==> src/rtl/quad_pkg.sv <==
// quad_pkg: shared phase constants, direction enum and the quadrature
// transition decoder used by quad_decoder.
//   phase_dir(prev, cur) : classifies a {A,B} phase change as none, forward,
//                          reverse, or illegal (both channels moved at once).
package quad_pkg;

    localparam logic [1:0] PH_00 = 2'b00;
    localparam logic [1:0] PH_10 = 2'b10;
    localparam logic [1:0] PH_11 = 2'b11;
    localparam logic [1:0] PH_01 = 2'b01;

    typedef enum logic [1:0] {
        DIR_NONE    = 2'd0,
        DIR_UP      = 2'd1,
        DIR_DOWN    = 2'd2,
        DIR_ILLEGAL = 2'd3
    } dir_e;

    // Forward order is 00 -> 10 -> 11 -> 01 -> 00; reverse is the mirror.
    function automatic dir_e phase_dir(input logic [1:0] prev, input logic [1:0] cur);
        dir_e d;
        d = DIR_NONE;
        case ({prev, cur})
            {PH_00, PH_10}, {PH_10, PH_11},
            {PH_11, PH_01}, {PH_01, PH_00}: d = DIR_UP;
            {PH_00, PH_01}, {PH_01, PH_11},
            {PH_11, PH_10}, {PH_10, PH_00}: d = DIR_DOWN;
            {PH_00, PH_11}, {PH_11, PH_00},
            {PH_01, PH_10}, {PH_10, PH_01}: d = DIR_ILLEGAL;
            default:                        d = DIR_NONE;
        endcase
        return d;
    endfunction

endpackage

==> src/rtl/input_debounce.sv <==
// input_debounce: 2-flop synchronizer followed by a stable-count debouncer
// for one raw encoder channel.
//   clk, rst : clock, asynchronous active-high reset
//   raw_i    : raw channel level, asynchronous to clk
//   deb_o    : debounced level; changes only after DEBOUNCE_CYCLES
//              consecutive synced samples differ from it
module input_debounce #(
    parameter int DEBOUNCE_CYCLES = 4
) (
    input  logic clk,
    input  logic rst,
    input  logic raw_i,
    output logic deb_o
);

    localparam int CNT_W = (DEBOUNCE_CYCLES > 1) ? $clog2(DEBOUNCE_CYCLES) : 1;
    localparam logic [CNT_W-1:0] CNT_LAST = CNT_W'(DEBOUNCE_CYCLES - 1);

    logic             sync1_q, sync2_q;
    logic             deb_q, deb_d;
    logic [CNT_W-1:0] cnt_q, cnt_d;

    always_comb begin
        deb_d = deb_q;
        cnt_d = '0;
        if (sync2_q != deb_q) begin
            if (cnt_q == CNT_LAST) begin
                deb_d = sync2_q;
            end else begin
                cnt_d = cnt_q + CNT_W'(1);
            end
        end
    end

    always_ff @(posedge clk or posedge rst) begin
        if (rst) begin
            sync1_q <= 1'b0;
            sync2_q <= 1'b0;
            deb_q   <= 1'b0;
            cnt_q   <= '0;
        end else begin
            sync1_q <= raw_i;
            sync2_q <= sync1_q;
            deb_q   <= deb_d;
            cnt_q   <= cnt_d;
        end
    end

    assign deb_o = deb_q;

endmodule

==> src/rtl/quad_decoder.sv <==
// quad_decoder: conditions a raw quadrature encoder and keeps a WIDTH-bit
// position for the downstream PWM stage.
//   clk, reset       : clock, asynchronous active-high reset
//   enc_a, enc_b     : raw encoder channels
//   error_clr        : synchronous clear of the sticky error flag
//   value            : registered position (saturating or wrapping)
//   step_up/down     : one-cycle pulse per accepted forward/reverse transition
//   error            : sticky, set when both channels change together
module quad_decoder #(
    parameter int WIDTH           = 8,
    parameter int DEBOUNCE_CYCLES = 4,
    parameter int STEP            = 1,
    parameter int SATURATE        = 1
) (
    input  logic             clk,
    input  logic             reset,
    input  logic             enc_a,
    input  logic             enc_b,
    input  logic             error_clr,
    output logic [WIDTH-1:0] value,
    output logic             step_up,
    output logic             step_down,
    output logic             error
);
    import quad_pkg::*;

    localparam logic [WIDTH:0] STEP_X = (WIDTH + 1)'(STEP);
    localparam logic [WIDTH:0] MAX_X  = {1'b0, {WIDTH{1'b1}}};

    logic deb_a, deb_b;

    input_debounce #(.DEBOUNCE_CYCLES(DEBOUNCE_CYCLES)) u_deb_a (
        .clk(clk), .rst(reset), .raw_i(enc_a), .deb_o(deb_a)
    );
    input_debounce #(.DEBOUNCE_CYCLES(DEBOUNCE_CYCLES)) u_deb_b (
        .clk(clk), .rst(reset), .raw_i(enc_b), .deb_o(deb_b)
    );

    logic [1:0]       phase;
    logic [1:0]       prev_q;
    logic [WIDTH-1:0] value_q, value_d;
    logic             up_q, up_d, dn_q, dn_d;
    logic             err_q, err_d;
    logic [WIDTH:0]   sum_x, dif_x;
    dir_e             dir;

    assign phase = {deb_a, deb_b};
    assign dir   = phase_dir(prev_q, phase);

    // One extra bit so the carry/borrow shows whether the step overran a limit.
    assign sum_x = {1'b0, value_q} + STEP_X;
    assign dif_x = {1'b0, value_q} - STEP_X;

    always_comb begin
        value_d = value_q;
        up_d    = 1'b0;
        dn_d    = 1'b0;
        err_d   = err_q;
        if (error_clr) err_d = 1'b0;
        case (dir)
            DIR_UP: begin
                up_d    = 1'b1;
                value_d = (SATURATE != 0 && sum_x > MAX_X) ? {WIDTH{1'b1}} : sum_x[WIDTH-1:0];
            end
            DIR_DOWN: begin
                dn_d    = 1'b1;
                value_d = (SATURATE != 0 && dif_x[WIDTH]) ? '0 : dif_x[WIDTH-1:0];
            end
            DIR_ILLEGAL: err_d = 1'b1;  // set beats a same-cycle clear
            default: ;
        endcase
    end

    always_ff @(posedge clk or posedge reset) begin
        if (reset) begin
            prev_q  <= PH_00;
            value_q <= '0;
            up_q    <= 1'b0;
            dn_q    <= 1'b0;
            err_q   <= 1'b0;
        end else begin
            prev_q  <= phase;
            value_q <= value_d;
            up_q    <= up_d;
            dn_q    <= dn_d;
            err_q   <= err_d;
        end
    end

    assign value     = value_q;
    assign step_up   = up_q;
    assign step_down = dn_q;
    assign error     = err_q;

endmodule

==> config.mk <==
export PLATFORM = sky130hd
export DESIGN_NAME = quad_decoder
export DESIGN_NICKNAME = d
export VERILOG_FILES = /design/src/rtl/quad_pkg.sv /design/src/rtl/input_debounce.sv /design/src/rtl/quad_decoder.sv
export SDC_FILE = /design/constraint.sdc
export NUM_CORES = 1
export LEC_CHECK = 0
export ABC_CLOCK_PERIOD_IN_PS = 2000
export BUFFER_PORTS_ARGS = -buffer_cell sky130_fd_sc_hd__buf_2
export CORE_ASPECT_RATIO = 0.8
export CORE_UTILIZATION = 51
export CTS_BUF_LIST = sky130_fd_sc_hd__clkbuf_16
export DETAILED_ROUTE_END_ITERATION = 10
export PLACE_DENSITY = 0.74
export SLEW_MARGIN = 20
export SYNTH_ARGS = -nofsm -noshare
export SYNTH_HDL_FRONTEND = slang
export SYNTH_HIERARCHICAL = 1
export SYNTH_SLANG_ARGS = --single-unit
==> constraint.sdc <==
create_clock -name clk -period 2 [get_ports clk]
set_clock_uncertainty 0.1 [all_clocks]
set_input_delay 0.3 -clock clk [delete_from_list [all_inputs] [get_ports clk]]
set_output_delay 0.3 -clock clk [all_outputs]
set_load 0.01 [all_outputs]
==> flow_summary_export.csv <==
group,metric,value,unit
run_status,status,"finished, violations left",
run_status,violations,"setup timing",
sta,period_share,107,%
critical_path,arrival,2.20,ns
detailed_routing,firstDrtPassIters,4,
critical_path,start_kind,"register",
critical_path,critical_path_class,"reg -> reg",
sta,fin_ws,-0.148,ns
logic_synthesis,synth_warnings,6,
sta,fmax,0.465,GHz
global_route,overflow,0,
logic_synthesis,yosys_most_used_dff,"dfrtp_1",
clocking,htreeDepth,1,
clocking,clockRootBuffer,"clkbuf_16",
cells_and_area,final_nets,175,
logic_synthesis,yosysTopAreaCellShare,44.4,%
critical_path,crit_family,"simple AND/OR/NAND/NOR gates",
critical_path,crit_chain,"mux2i_2, o21ai_2, buf_6, inv_4, ha_4, nand2b_4, or3_4, a22o_1",
logic_synthesis,synth_nets,141,
logic_synthesis,synth_area_leaders,"dfrtp_1, ha_1, inv_1, nand2_1, mux2_2",
placement,buffer_ports.inserted,15,
critical_path,crit_path_end,"value[2]$_DFFE_PP0P_",
detailed_routing,via_count,1154,
logic_synthesis,async_flop_share,100,%
critical_path,r2r.worst_path.cells,8,
detailed_routing,wl_per_cell,17.6,µm
die,rows,15,
global_route,grt_pass1_vias,1071,
sta,hold_violations,0,
critical_path,cp_max_fo,7,
placement,gp_congestion,0.906,
critical_path,cp.depth,8,
die,fp.dieW,58.4,µm
detailed_routing,ant_nets,0,
critical_path,cp_slowest_cell,"dfrtp_2",
clocking,numCtsBuffers,3,
cells_and_area,drive_gt1_share,46.9,%
detailed_routing,wirelength,3.45,mm
flow_run,drv_cap,0,
hold_path,hp-class,"in -> reg",
sta,max-slew-margin-rel,63.8,%
detailed_routing,drc,0,
critical_path,cp_slowest_stage_delay,0.48,ns
cells_and_area,area_delta_synth_final,39.2,%
die,core,2270,µm²
die,dieArea,2750,µm²
sta,post-route-min-period,2.15,ns
global_route,grt_pass1_wl,5.19,mm
logic_synthesis,synth-edff-count,0,
sta,rsz0062_at_grt,"yes",
logic_synthesis,syn_avg_cell_area,10.0,µm²
logic_synthesis,syn_inst,129,
cells_and_area,seq_area,577,µm²
critical_path,critPathCaptureType,"register",
logic_synthesis,yosysTopAreaCell,"dfrtp_1",
critical_path,worst_r2r_endpoint,"value[2]$_DFFE_PP0P_",
detailed_routing,drt_iter0_markers,54,
global_route,track_usage,26.9,%
clocking,cts.sinks,23,
sta,worst_slew_pin_slew,0.542,ns
cells_and_area,final_cells,196,
global_route,antenna_found_initial,0,
die,io-pin-count,16,
logic_synthesis,ys_ff_latch,23,
placement,post-place-cells,185,
clocking,clkLatencyLatePin,0.26,ns
critical_path,cp_num_buf_inv,2,
global_route,grt_max_degree,14,
cells_and_area,diodes,0,
critical_path,startpoint,"u_deb_b/deb_o$_DFFE_PP0P_",
detailed_routing,vias_per_cell,5.89,
sta,setup_viol,8,
placement,hpwl,2.08,mm
die,initial_utilization,57.1,%
logic_synthesis,synth.distinct_cells,40,
critical_path,required,2.05,ns
clocking,clkSlewWorstSetupHoldPaths,0.06,ns
clocking,cts_tree,"yes",
cells_and_area,multi_input_area,827,µm²
cells_and_area,fill_cells,145,
sta,slew_violations,0,
logic_synthesis,syn_area,1300,µm²
logic_synthesis,ys_seq_area_share,44.4,%
critical_path,rr_startpoint,"u_deb_b/deb_o$_DFFE_PP0P_",
clocking,cts.path.max_buffers,2,
critical_path,ff2ff_setup_slack,-0.15,ns
die,die_h,47.1,µm
cells by family (layout without fill, tap and decap cells):
| logic type | count (synthesis) | after routing | share of synthesized area [%] |
|---|---|---|---|
| multiplexers | 5 | 5 | 4.15 |
| XOR/XNOR | 2 | 2 | 1.35 |
| AND/OR/NAND/NOR | 44 | 44 | 20.2 |
| AO/OA/AOI/OAI | 33 | 33 | 17.3 |
| adder cells (fa/ha/maj) | 7 | 7 | 6.76 |
| buffers and inverters | 15 | 48 | 5.89 |
| flip-flops | 23 | 23 | 44.4 |
area by class of cell:
type                       instances  share of cell area (%)
multi-input combinational         91                    45.8
sequential                        23                    32.0
timing repair buffer              34                    13.2
clock buffer                       3                    4.16
tap                               34                    2.36
inverter                          10                    2.22
clock inverter                     1                   0.208
cell usage in the layout, fill, tap and decap left out, types with 4 or more instances in the layout:
| cell type | Yosys | layout |
|---|---|---|
| buf_4 | 1 | 14 |
| nor2_1 | 6 | 4 |
| nand3_1 | 4 | 4 |
| ha_1 | 7 | 5 |
| buf_2 | 1 | 15 |
| inv_1 | 10 | 9 |
| o21ai_1 | 4 | 4 |
| dfrtp_1 | 23 | 22 |
| nand2_1 | 9 | 7 |
| o21ai_2 | 0 | 4 |
synth_stat cells (2+ instances only):
cell and number:
a211o_1 2, a21boi_0 2, a21o_1 2, a21oi_1 4, a31oi_1 2, buf_6 2, dfrtp_1 23, ha_1 7
inv_1 10, mux2_2 3, mux2i_1 2, nand2_1 9, nand2b_1 3, nand3_1 4, nor2_1 6, nor2b_1 5
nor3_1 2, nor3_2 3, nor4_1 4, o21ai_0 6, o21ai_1 4, o311ai_0 2, o31ai_1 2, or3_1 3
xnor2_1 2
worst register-to-register path: cells and delay by family (launching register included):
family / cells / cell delay [ns]
and+or+nand+nor: 2 / 0.54
AOI/OAI and AO/OA: 2 / 0.39
buffers and inverters: 2 / 0.17
muxes: 1 / 0.20
DFF: 1 / 0.48
adders and majority gates: 1 / 0.15
flip-flops by register name, indices dropped and copies added, names as in the netlist:
signal / count
prev_q: 2
u_deb_b/deb_o: 1
u_deb_b/cnt_q: 2
u_deb_a/deb_o: 1
step_up: 1
value: 8
u_deb_a/cnt_q: 2
u_deb_b/sync2_q: 1
u_deb_b/sync1_q: 1
error: 1
step_down: 1
u_deb_a/sync2_q: 1
u_deb_a/sync1_q: 1
stage by stage:
step                      utilization, %  setup slack, ns  hold WS, ns  cell area [µm²]  TNS, ns
final                               79.4           -0.148       0.0492             1800   -0.736
after global routing                79.4           -0.227       0.0425             1800    -1.37
after CTS                           74.2           -0.117       0.0497             1680   -0.620
after detailed placement            64.8           -0.268        0.125             1470    -1.33
after global placement              64.8           -0.117        0.114             1470   -0.293
after floorplan                        -          0.00399      -0.0215             1310        0
metal layers:
metal  global-route usage, %  up-vias  wire (µm)
met5                       0        -          0
met4                    5.71        0         42
met3                    7.16        9        199
met2                    43.2       49       1630
met1                    37.6      565       1580
li1                        -      531          -
what timing repair did:
| item | CTS | global route |
|---|---|---|
| setup buffers | 3 | 3 |
| gates resized for setup | 23 | 21 |
| hold buffers | 1 | 0 |
| pin swaps | 12 | 11 |
| hold endpoints to repair | 10 | 0 |
| endpoints found under the setup margin | 8 | 8 |
worst min path at each step:
stage / slack (ns) / start / end / cells past startpoint
after detailed placement: 0.12 / reset / u_deb_b/sync1_q$_DFF_PP0_ / 2
after floorplan: -0.02 / reset / u_deb_b/cnt_q[0]$_DFF_PP0_ / 1
after global routing: 0.04 / enc_b / u_deb_b/sync1_q$_DFF_PP0_ / 1
after CTS: 0.05 / enc_b / u_deb_b/sync1_q$_DFF_PP0_ / 1
after global placement: 0.11 / reset / u_deb_a/sync1_q$_DFF_PP0_ / 2
final: 0.05 / enc_a / u_deb_a/sync1_q$_DFF_PP0_ / 1
Power is not shown: default switching activity piles up to over one toggle a cycle in this logic, so the estimate is an artifact.
